===== src/rtl/vector_store_unit.sv =====
// vector_store_unit: drains N-bit result vectors into a W-bit word-addressed
// memory, one store job at a time. Each accepted vector is queued in a
// two-entry FIFO and written out as N/W consecutive words, word 0 first.
// Optional feature macro: VSTORE_BYTE_SWAP_EN byte-reverses every W-bit word
// before it drives mem_wdata (big-endian store). Without it, words go out unchanged.
//
// Handshakes: a vector transfers on a rising edge where vec_valid && vec_ready;
// a memory word transfers on a rising edge where mem_we && mem_ready. Once
// raised, mem_we, mem_addr and mem_wdata stay stable until mem_ready is seen.
// vec_ready is a register, so it never depends combinationally on vec_valid or mem_ready.
module vector_store_unit #(
  parameter int N  = 128,
  parameter int W  = 32,
  parameter int AW = 16
) (
  input  logic          clk,
  input  logic          rst,
  input  logic          start,
  input  logic [AW-1:0] base_addr,
  input  logic [AW-1:0] count,
  input  logic          vec_valid,
  input  logic [N-1:0]  vec_data,
  output logic          vec_ready,
  output logic          mem_we,
  output logic [AW-1:0] mem_addr,
  output logic [W-1:0]  mem_wdata,
  input  logic          mem_ready,
  output logic          busy,
  output logic          done,
  output logic [1:0]    state_dbg
);

  localparam int WORDS = N / W;
  localparam int WIDX  = (WORDS > 1) ? $clog2(WORDS) : 1;

  typedef enum logic [1:0] {
    S_IDLE   = 2'd0,
    S_RUN    = 2'd1,
    S_FINISH = 2'd2
  } state_e;

  state_e          state_q;
  logic            busy_q;
  logic            done_q;
  logic            vec_ready_q;
  logic [AW-1:0]   addr_q;
  logic [AW-1:0]   count_q;
  logic [AW-1:0]   acc_cnt_q;   // vectors accepted in this job
  logic [AW-1:0]   wr_cnt_q;    // vectors fully written in this job
  logic [WIDX-1:0] word_idx_q;  // word of the head vector being written
  logic [N-1:0]    fifo_q [2];
  logic            wr_ptr_q;
  logic            rd_ptr_q;
  logic [1:0]      fifo_cnt_q;

  logic            push;
  logic            wr_fire;
  logic            last_word;
  logic            pop;
  logic            job_last;
  logic [1:0]      fifo_cnt_d;
  logic [AW-1:0]   acc_cnt_d;
  logic [W-1:0]    head_word;
  logic [W-1:0]    word_out;

`ifdef VSTORE_BYTE_SWAP_EN
  function automatic logic [W-1:0] byte_swap(input logic [W-1:0] w);
    logic [W-1:0] r;
    r = '0;
    for (int b = 0; b < W / 8; b++) begin
      r[8*b +: 8] = w[W-8-8*b +: 8];
    end
    return r;
  endfunction
  assign word_out = byte_swap(head_word);
`else
  assign word_out = head_word;
`endif

  // Handshake events and next-state helpers shared by the FSM and the FIFO.
  always_comb begin
    push       = vec_valid && vec_ready_q;
    wr_fire    = mem_we && mem_ready;
    last_word  = (word_idx_q == WIDX'(WORDS - 1));
    pop        = wr_fire && last_word;
    job_last   = pop && (wr_cnt_q == count_q - 1'b1);
    fifo_cnt_d = fifo_cnt_q + 2'(push) - 2'(pop);
    acc_cnt_d  = acc_cnt_q + AW'(push);
    head_word  = fifo_q[rd_ptr_q][int'(word_idx_q)*W +: W];
  end

  assign mem_we    = (state_q == S_RUN) && (fifo_cnt_q != 2'd0);
  assign mem_wdata = mem_we ? word_out : '0;
  assign mem_addr  = addr_q;
  assign vec_ready = vec_ready_q;
  assign busy      = busy_q;
  assign done      = done_q;
  assign state_dbg = state_q;

  // FIFO storage carries no reset; occupancy and pointers live in the FSM block.
  always_ff @(posedge clk) begin
    if (push) fifo_q[wr_ptr_q] <= vec_data;
  end

  // Job FSM, FIFO pointers, word/vector counters and registered outputs.
  always_ff @(posedge clk or negedge rst) begin
    if (!rst) begin
      state_q     <= S_IDLE;
      busy_q      <= 1'b0;
      done_q      <= 1'b0;
      vec_ready_q <= 1'b0;
      addr_q      <= '0;
      count_q     <= '0;
      acc_cnt_q   <= '0;
      wr_cnt_q    <= '0;
      word_idx_q  <= '0;
      wr_ptr_q    <= 1'b0;
      rd_ptr_q    <= 1'b0;
      fifo_cnt_q  <= 2'd0;
    end else begin
      done_q     <= 1'b0;
      fifo_cnt_q <= fifo_cnt_d;
      acc_cnt_q  <= acc_cnt_d;
      if (push) wr_ptr_q <= ~wr_ptr_q;
      if (pop)  rd_ptr_q <= ~rd_ptr_q;
      if (wr_fire) begin
        addr_q     <= addr_q + 1'b1;
        word_idx_q <= last_word ? '0 : word_idx_q + 1'b1;
        if (last_word) wr_cnt_q <= wr_cnt_q + 1'b1;
      end
      case (state_q)
        S_IDLE: begin
          vec_ready_q <= 1'b0;
          if (start) begin
            addr_q     <= base_addr;
            count_q    <= count;
            acc_cnt_q  <= '0;
            wr_cnt_q   <= '0;
            word_idx_q <= '0;
            if (count == '0) begin
              state_q <= S_FINISH;
            end else begin
              state_q     <= S_RUN;
              busy_q      <= 1'b1;
              vec_ready_q <= 1'b1;
            end
          end
        end
        S_RUN: begin
          vec_ready_q <= (fifo_cnt_d != 2'd2) && (acc_cnt_d < count_q) && !job_last;
          if (job_last) begin
            state_q <= S_FINISH;
            done_q  <= 1'b1;
          end
        end
        S_FINISH: begin
          // A zero-count job reaches here with busy low and pulses done one
          // cycle later; a normal job already pulsed done on its last word.
          state_q     <= S_IDLE;
          busy_q      <= 1'b0;
          vec_ready_q <= 1'b0;
          done_q      <= !busy_q;
        end
        default: begin
          state_q     <= S_IDLE;
          busy_q      <= 1'b0;
          vec_ready_q <= 1'b0;
        end
      endcase
    end
  end

endmodule

===== config.mk =====
export PLATFORM = sky130hd
export DESIGN_NAME = vector_store_unit
export DESIGN_NICKNAME = d
export VERILOG_FILES = /design/src/rtl/vector_store_unit.sv
export SDC_FILE = /design/constraint.sdc
export NUM_CORES = 1
export LEC_CHECK = 0
export CAP_MARGIN = 20
export CORE_ASPECT_RATIO = 0.5
export CORE_MARGIN = 4
export CORE_UTILIZATION = 31
export DETAILED_ROUTE_END_ITERATION = 7
export GPL_ROUTABILITY_DRIVEN = 0
export MAX_ROUTING_LAYER = met4
export PLACE_DENSITY_LB_ADDON = 0.1
export SLEW_MARGIN = 25
export SYNTH_ARGS = -nofsm -noshare
export SYNTH_HDL_FRONTEND = slang
export SYNTH_SLANG_ARGS = --single-unit

===== constraint.sdc =====
create_clock -name clk -period 6.2 [get_ports clk]
set_input_delay 0.62 -clock clk [delete_from_list [all_inputs] [get_ports clk]]
set_output_delay 0.62 -clock clk [all_outputs]
set_load 0.02 [all_outputs]

==> results of run 1 <==
==> cell type report <==
class                      instances  share of cell area [%]
sequential                       331                    53.2
multi-input combinational        501                    24.0
timing repair buffer             227                    12.7
clock buffer                      36                    4.72
tap                              588                    4.09
clock inverter                    19                   0.792
inverter                          25                   0.521
antenna                            1                  0.0139
==> placed cells by master, fill, tap and decap left out, types with 3 or more instances in the layout <==
master           synthesis  final
a21o_1                   3      3
a21oi_1                 11     11
a31oi_1                  3      3
and2_1                  19     18
and3_1                  11     10
buf_4                    0      7
clkbuf_16                0     32
clkbuf_8                 0      3
clkdlybuf4s50_1          0    217
clkinv_1                 0      6
clkinv_2                 0      5
clkinvlp_4               0      4
dfrtp_1                 75     72
edfxtp_1               256    256
ha_1                    26     26
inv_1                   25     25
mux2i_1                 34     34
mux4_2                  64     64
nand2_1                 65     65
nand2b_1                 5      5
nand3_1                 23     23
nand4_1                 14     14
nor2_1                  68     67
nor2b_1                  4      4
nor3_1                   6      6
nor4_1                   7      7
o21ai_0                 39     39
or3_1                    5      5
xnor2_1                 36     36
xor2_1                  28     28
==> worst min-delay path by stage <==
stage / start / endpoint / slack [ns] / cells after the start
5_1_grt: rst / wr_cnt_q[5] / 0.12 / 1
4_1_cts: rst / count_q[3] / 0.23 / 1
3_5_place_dp: rd_ptr_q / rd_ptr_q / 0.51 / 1
2_1_floorplan: rst / acc_cnt_q[0] / 0.32 / 0
6_report: rst / count_q[3] / 0.04 / 1
3_3_place_gp: rd_ptr_q / rd_ptr_q / 0.52 / 1
==> sequential cells by signal, summed over array words and instances, names as in the netlist, 2 cells and up <==
name,cells
mem_addr,16
wr_cnt_q,16
state_dbg,2
word_idx_q,2
fifo_q,256
acc_cnt_q,16
fifo_cnt_q,2
count_q,16
==> kinds of logic (layout without fill, tap and decap cells) <==
kind of cell / count (synthesis) / after routing / synth area share, %
flops: 331 / 331 / 67.8
simple gates: 240 / 240 / 8.48
mux: 98 / 98 / 12.6
compound gates: 73 / 73 / 3.14
xor+xnor: 64 / 64 / 3.98
buf+inv: 59 / 307 / 1.62
fa+ha+maj: 26 / 26 / 2.31
other cells: 0 / 1 / 0
==> power groups by stage <==
stage	logic (W)	clock network, W	registers [W]
after floorplan	0.00120	0	0.00315
after global placement	0.00194	0	0.00319
after detailed placement	0.00202	0	0.00315
after CTS	0.00203	0.00194	0.00310
after global routing	0.00217	0.00204	0.00314
final	0.00197	0.00186	0.00310
==> routing by layer <==
layer,wire length (um),global-route usage (%)
met1,13700,16.8
met2,18100,24.7
met3,987,2.41
met4,583,2.39
met5,0,-
==> metrics by stage <==
stage,total power [W],util [%]
floorplan,0.00434,-
global placement,0.00513,38.4
detailed placement,0.00517,38.4
CTS,0.00708,40.7
global route,0.00735,40.7
finish,0.00693,40.7
==> critical path, stage by stage, from the launching register on <==
cell	delay, ns
dfrtp_1	0.41
inv_1	0.13
ha_1	0.37
o21ai_4	0.10
buf_4	0.32
nor2_1	0.73
ha_1	0.36
inv_1	0.05
ha_1	0.14
xnor2_1	0.13
xnor2_1	0.10
a2111oi_0	0.43
o41a_1	0.24
a31o_2	0.15
==> summary.md, run 1 <==
| Metric | Value |
|---|---|
| Run status | `finished clean` |
| R2r startpoint | `state_dbg[1]` |
| Design area | `0.0180 mm^2` |
| Highest clock rate | `268 MHz` |
| Synth Cell Area | `0.0141 mm^2` |
| Hold/Removal Path Class | `input pin to asynchronous set/reset pin` |
| CTS H-Tree Depth | `1` |
| Register area | `0.00957 mm^2` |
| I/O Buffers | `218` |
| First-pass GRT wire length | `51700 um` |
| Final Setup Violations | `0` |
| DRC | `0` |
| Syn_nets | `~1.1k` |
| Vias in the first global route | `~8.7k` |
| Filler cells | `4064` |
| Max cap viols | `0` |
| RSZ-0062 raised after global routing | `no` |
| Grt total ovfl | `0` |
| Final nets | `1308` |
| Largest net degree at the start of global routing | `129` |
| Rows | `54` |
| Multi-input logic area | `0.00433 mm^2` |
| Synth area leaders | `edfxtp_1, dfrtp_1, mux4_2, mux2i_1, ha_1` |
| Asr flop ratio synth | `roughly 23%` |
| Antenna Nets Post-Route | `0` |
| Max_slew headroom | `40.8%` |
| Pre-antenna DRT Iters | `4` |
| Internal | `0.00477 W` |
| Post-synthesis sequential area ratio | `67.8%` |
| Final hold vios | `0` |
| Die area | `0.0492 mm^2` |
| Final Cycle Share | `60.2%` |
| Crit. End Element | `register` |
| Drt wl/cell | `just under 20 um` |
| Syn Area/Cell | `15.8 um^2` |
| Hold slack | `0.0396 ns` |
| Clock latency on the worst-skew pair | `0.59 ns` |
| YS warnings | `0` |
| Most frequent cell after synthesis | `edfxtp_1` |
| Logic pwr share | `28.5%` |
| Top cells by count, synth | `edfxtp_1, dfrtp_1, nor2_1` |
| Via density | `4.66` |
| CTS max path bufs | `3` |
| Post-CTS setup buffer count | `0` |
| Crit Path Max Fanout | `35` |
| DP Area | `between 0.015 and 0.02 mm^2` |
| Pre-CTS setup slack | `2.42 ns` |
| Chip height | `159 um` |
| Worst Skew | `0.0210 ns` |
| Leak | `6.13 nW` |
| Slew @ Worst Pin | `0.888 ns` |
| IR drop worst, VDD | `0.222 mV` |
| Worst setup path end | `vec_ready` |
| Layout cells sized above 1 | `12.3%` |
| Clock sink count | `331` |
| Synth top area share | `between 50 and 60%` |
| CTS buffer count | `31` |
| Seq cells post-synth | `331` |
| Power per cell area | `385 mW/mm^2` |
| CTS Hold Bufs | `0` |
| HPWL after DPL | `approximately 22000 um` |
| FF-to-FF setup slack | `2.47 ns` |
| Layout area overhead | `27.7%` |
| Post-synth cell types | `54` |
| Num ports | `roughly 220` |
| Vias | `between 8k and 9k` |
| Placed Cells | `1672` |
| Fin crit period | `3.73 ns` |
| TritonCTS clock tree | `yes` |
| Initial DRC count | `440` |
| GRT Total Usage | `between 10 and 15%` |
| Startpoint types | `register` |
| Ys flop type | `edfxtp_1` |
| Root buffer selected by CTS | `clkbuf_16` |
| R2R depth | `13` |
| Initial Utilization | `31.9%` |
| RR Endpoint | `vec_ready` |
| Initial antenna violation count | `1` |
| CP Class | `register to register` |
| Clock network fraction of design power | `26.9%` |
| Post-Layout Cell Count | `around 1.7k` |
| CORE AREA | `~0.044 mm^2` |
| Crit path launch | `state_dbg[1]` |
| Slew Viols, Final | `0` |
| Setup ws final | `2.47 ns` |
| Die width | `about 310 um` |
| Dominant cell type by area after synthesis | `edfxtp_1` |
| Clock slew at reported path FFs | `0.07 ns` |
| Sum Neg Setup Slack | `0 ns` |
| Post-CTS Resized | `0` |
| Final WL | `33400 um` |
| Gate Count Post-Synth | `roughly 900` |
| Net switching fraction of the power | `31.3%` |
| Sw power | `0.00217 W` |
| Worst EP required | `6.71 ns` |
| WP data arrival | `4.24 ns` |
| Reg power frac | `between 40% and 50%` |
| Number of synthesized flops with an enable pin | `256` |
Note: power is estimated with default switching activity, not from simulation.
==> run 2, diff against run 1 <==
- clock period: 6.2 -> 3.8 ns (I/O delays scaled with it)
==> run 2 against run 1 <==
First-iteration DRC count down 3.4%. Count of clock-buffer cells in the layout unchanged. Sequential cell count unchanged. Utilization up 0.40 points. Critical endpoint is now mem_wdata[28]. Highest routed layer unchanged.
==> summary.md, run 2 (same netlist as run 1, synthesis figures left out) <==
| Metric | Value |
|---|---|
| TritonCTS clock tree | `yes` |
| Vias | `8189 (+1.7%)` |
| Crit Path Max Fanout | `21 (-40%)` |
| Top reg by flops | `fifo_q` |
| Root buffer selected by CTS | `clkbuf_16` |
| Fin crit period | `approximately 3.5 ns` |
| Slew Viols, Final | `0 (unchanged)` |
| Commonest non-fill, non-tap cell in the layout | `edfxtp_1` |
| Clock sink count | `331 (unchanged)` |
| I/O Buffers | `218 (unchanged)` |
| Run status | `finished clean` |
| CORE AREA | `0.0443 mm^2 (unchanged)` |
| CTS H-Tree Depth | `1 (unchanged)` |
| Initial DRC count | `425 (-3.4%)` |
| GRT Total Usage | `14.2% (+0.33 points)` |
| Startpoint types | `register` |
| Drt wl/cell | `19.7 um (+1.8%)` |
| Die width | `310 um (unchanged)` |
| Chip height | `159 um (unchanged)` |
| Hold slack | `0.354 ns (+0.314 ns)` |
| Layout area overhead | `29.0%` |
| DRC | `0 (unchanged)` |
| Layout cells sized above 1 | `12.4% (+0.067 points)` |
| RSZ-0062 raised after global routing | `no` |
| Post-CTS Resized | `0 (unchanged)` |
| Final hold vios | `0 (unchanged)` |
| Antenna Nets Post-Route | `0 (unchanged)` |
| Pre-antenna DRT Iters | `4 (unchanged)` |
| Max reg flops | `256 (unchanged)` |
| CTS Hold Bufs | `1 (+1)` |
| CP Class | `register to output pin` |
| Final Setup Violations | `0 (unchanged)` |
| Slew @ Worst Pin | `0.847 ns (-0.0407 ns)` |
| Max_slew headroom | `43.4% (+2.6 points)` |
| Initial Utilization | `31.9% (unchanged)` |
| Clock slew at reported path FFs | `0.07 ns (about the same)` |
| Via density | `4.71 (+1.2%)` |
| CTS buffer count | `31 (unchanged)` |
| Num ports | `219 (unchanged)` |
| Design area | `0.0182 mm^2 (+0.98%)` |
| WP data arrival | `3.14 ns (-1.10 ns)` |
| IR drop worst, VDD | `0.498 mV (+120%)` |
| Worst EP required | `3.42 ns (-3.29 ns)` |
| Initial antenna violation count | `0 (-1)` |
| Worst Skew | `0.00729 ns (-0.0137 ns)` |
| Crit path launch | `state_dbg[1]` |
| Power per cell area | `633 mW/mm^2 (+64%)` |
| First-pass GRT wire length | `52900 um (+2.3%)` |
| Leak | `6.19 nW (+1.1%)` |
| Clock latency on the worst-skew pair | `0.59 ns (about the same)` |
| Rows | `54 (unchanged)` |
| N_diodes | `0 (-1)` |
| R2r startpoint | `state_dbg[1]` |
| R2R depth | `13 (unchanged)` |
| Final Cycle Share | `92.6%` |
| Largest net degree at the start of global routing | `67 (-48%)` |
| Post-CTS setup buffer count | `0 (unchanged)` |
| Hold/Removal Path Class | `input pin to asynchronous set/reset pin` |
| Final nets | `1316 (+0.61%)` |
| Crit. End Element | `output pin` |
| DP Area | `0.0172 mm^2 (+0.85%)` |
| Most frequent cells in the layout | `edfxtp_1, clkdlybuf4s50_1, dfrtp_1` |
| Max cap viols | `0 (unchanged)` |
| Final WL | `34100 um (+2.3%)` |
| CTS max path bufs | `3 (unchanged)` |
| Vias in the first global route | `8978 (+2.9%)` |
| Highest clock rate | `284 MHz` |
| Sum Neg Setup Slack | `0 ns (unchanged)` |
| Die area | `0.0492 mm^2 (unchanged)` |
| HPWL after DPL | `23100 um (+4.3%)` |
| Grt total ovfl | `0 (unchanged)` |
run 2: cell types whose count changed in the layout (fill, tap and decap cells not counted), sizes merged:
cell         before  now
inv              27   26
clkinvlp          4    3
clkinv           12   13
diode             1    0
buf              10   17
dlygate4sd3       0    1
bufinv            1    4
run 2: per-stage QoR:
| step | total power (W) | setup slack [ns] | cells | util [%] |
|---|---|---|---|---|
| final | 0.0115 | 0.281 | 1737 | 41.1 |
| after global routing | 0.0122 | 0.100 | 1737 | 41.1 |
| after CTS | 0.0117 | 0.207 | 1737 | 41.1 |
| after detailed placement | 0.00851 | 0.284 | 1679 | 38.8 |
| after global placement | 0.00846 | 0.342 | 1679 | 38.8 |
| after floorplan | 0.00706 | 0.833 | 891 | - |
run 2: cell type report:
class / instances / area (um^2)
fill: 4017 / 26100
clock inverter: 21 / 225
tap: 588 / 736
inverter: 25 / 93.8
multi-input combinational: 501 / 4330
sequential: 331 / 9570
clock buffer: 36 / 795
timing repair buffer: 235 / 2430
run 2: final timing paths:
path,end,slack (ns)
worst max-delay path,mem_wdata[28],0.28
worst min-delay path,wr_cnt_q[4],0.35
worst max register to register,vec_ready,0.60
worst min register to register,wr_ptr_q,0.56
max in group asynchronous,acc_cnt_q[15],2.56
min in group clk,mem_addr[5],0.36
run 2: where the power goes:
part | switching [W] | internal, W | leakage [nW] | total [W]
logic | 0.00181 | 0.00153 | 2.39 | 0.00335
clock network | 0.00138 | 0.00177 | 0.487 | 0.00315
registers | 0.000388 | 0.00462 | 3.31 | 0.00501
run 2: worst max-delay path, cell delays in order, from the launching register on:
cell and delay [ns]:
dfrtp_1 0.41, inv_1 0.14, ha_1 0.43, o21ai_4 0.28, buf_4 0.33, nor2_1 0.27
clkdlybuf4s50_1 0.67
run 2: metal layers:
metal | vias to the layer above | GRT usage [%] | part of all wire (%)
li1 | 3847 | - | -
met1 | 4183 | 17.0 | 41
met2 | 111 | 25.5 | 54
met3 | 48 | 2.21 | 2.9
met4 | 0 | 2.86 | 1.9
met5 | - | - | 0
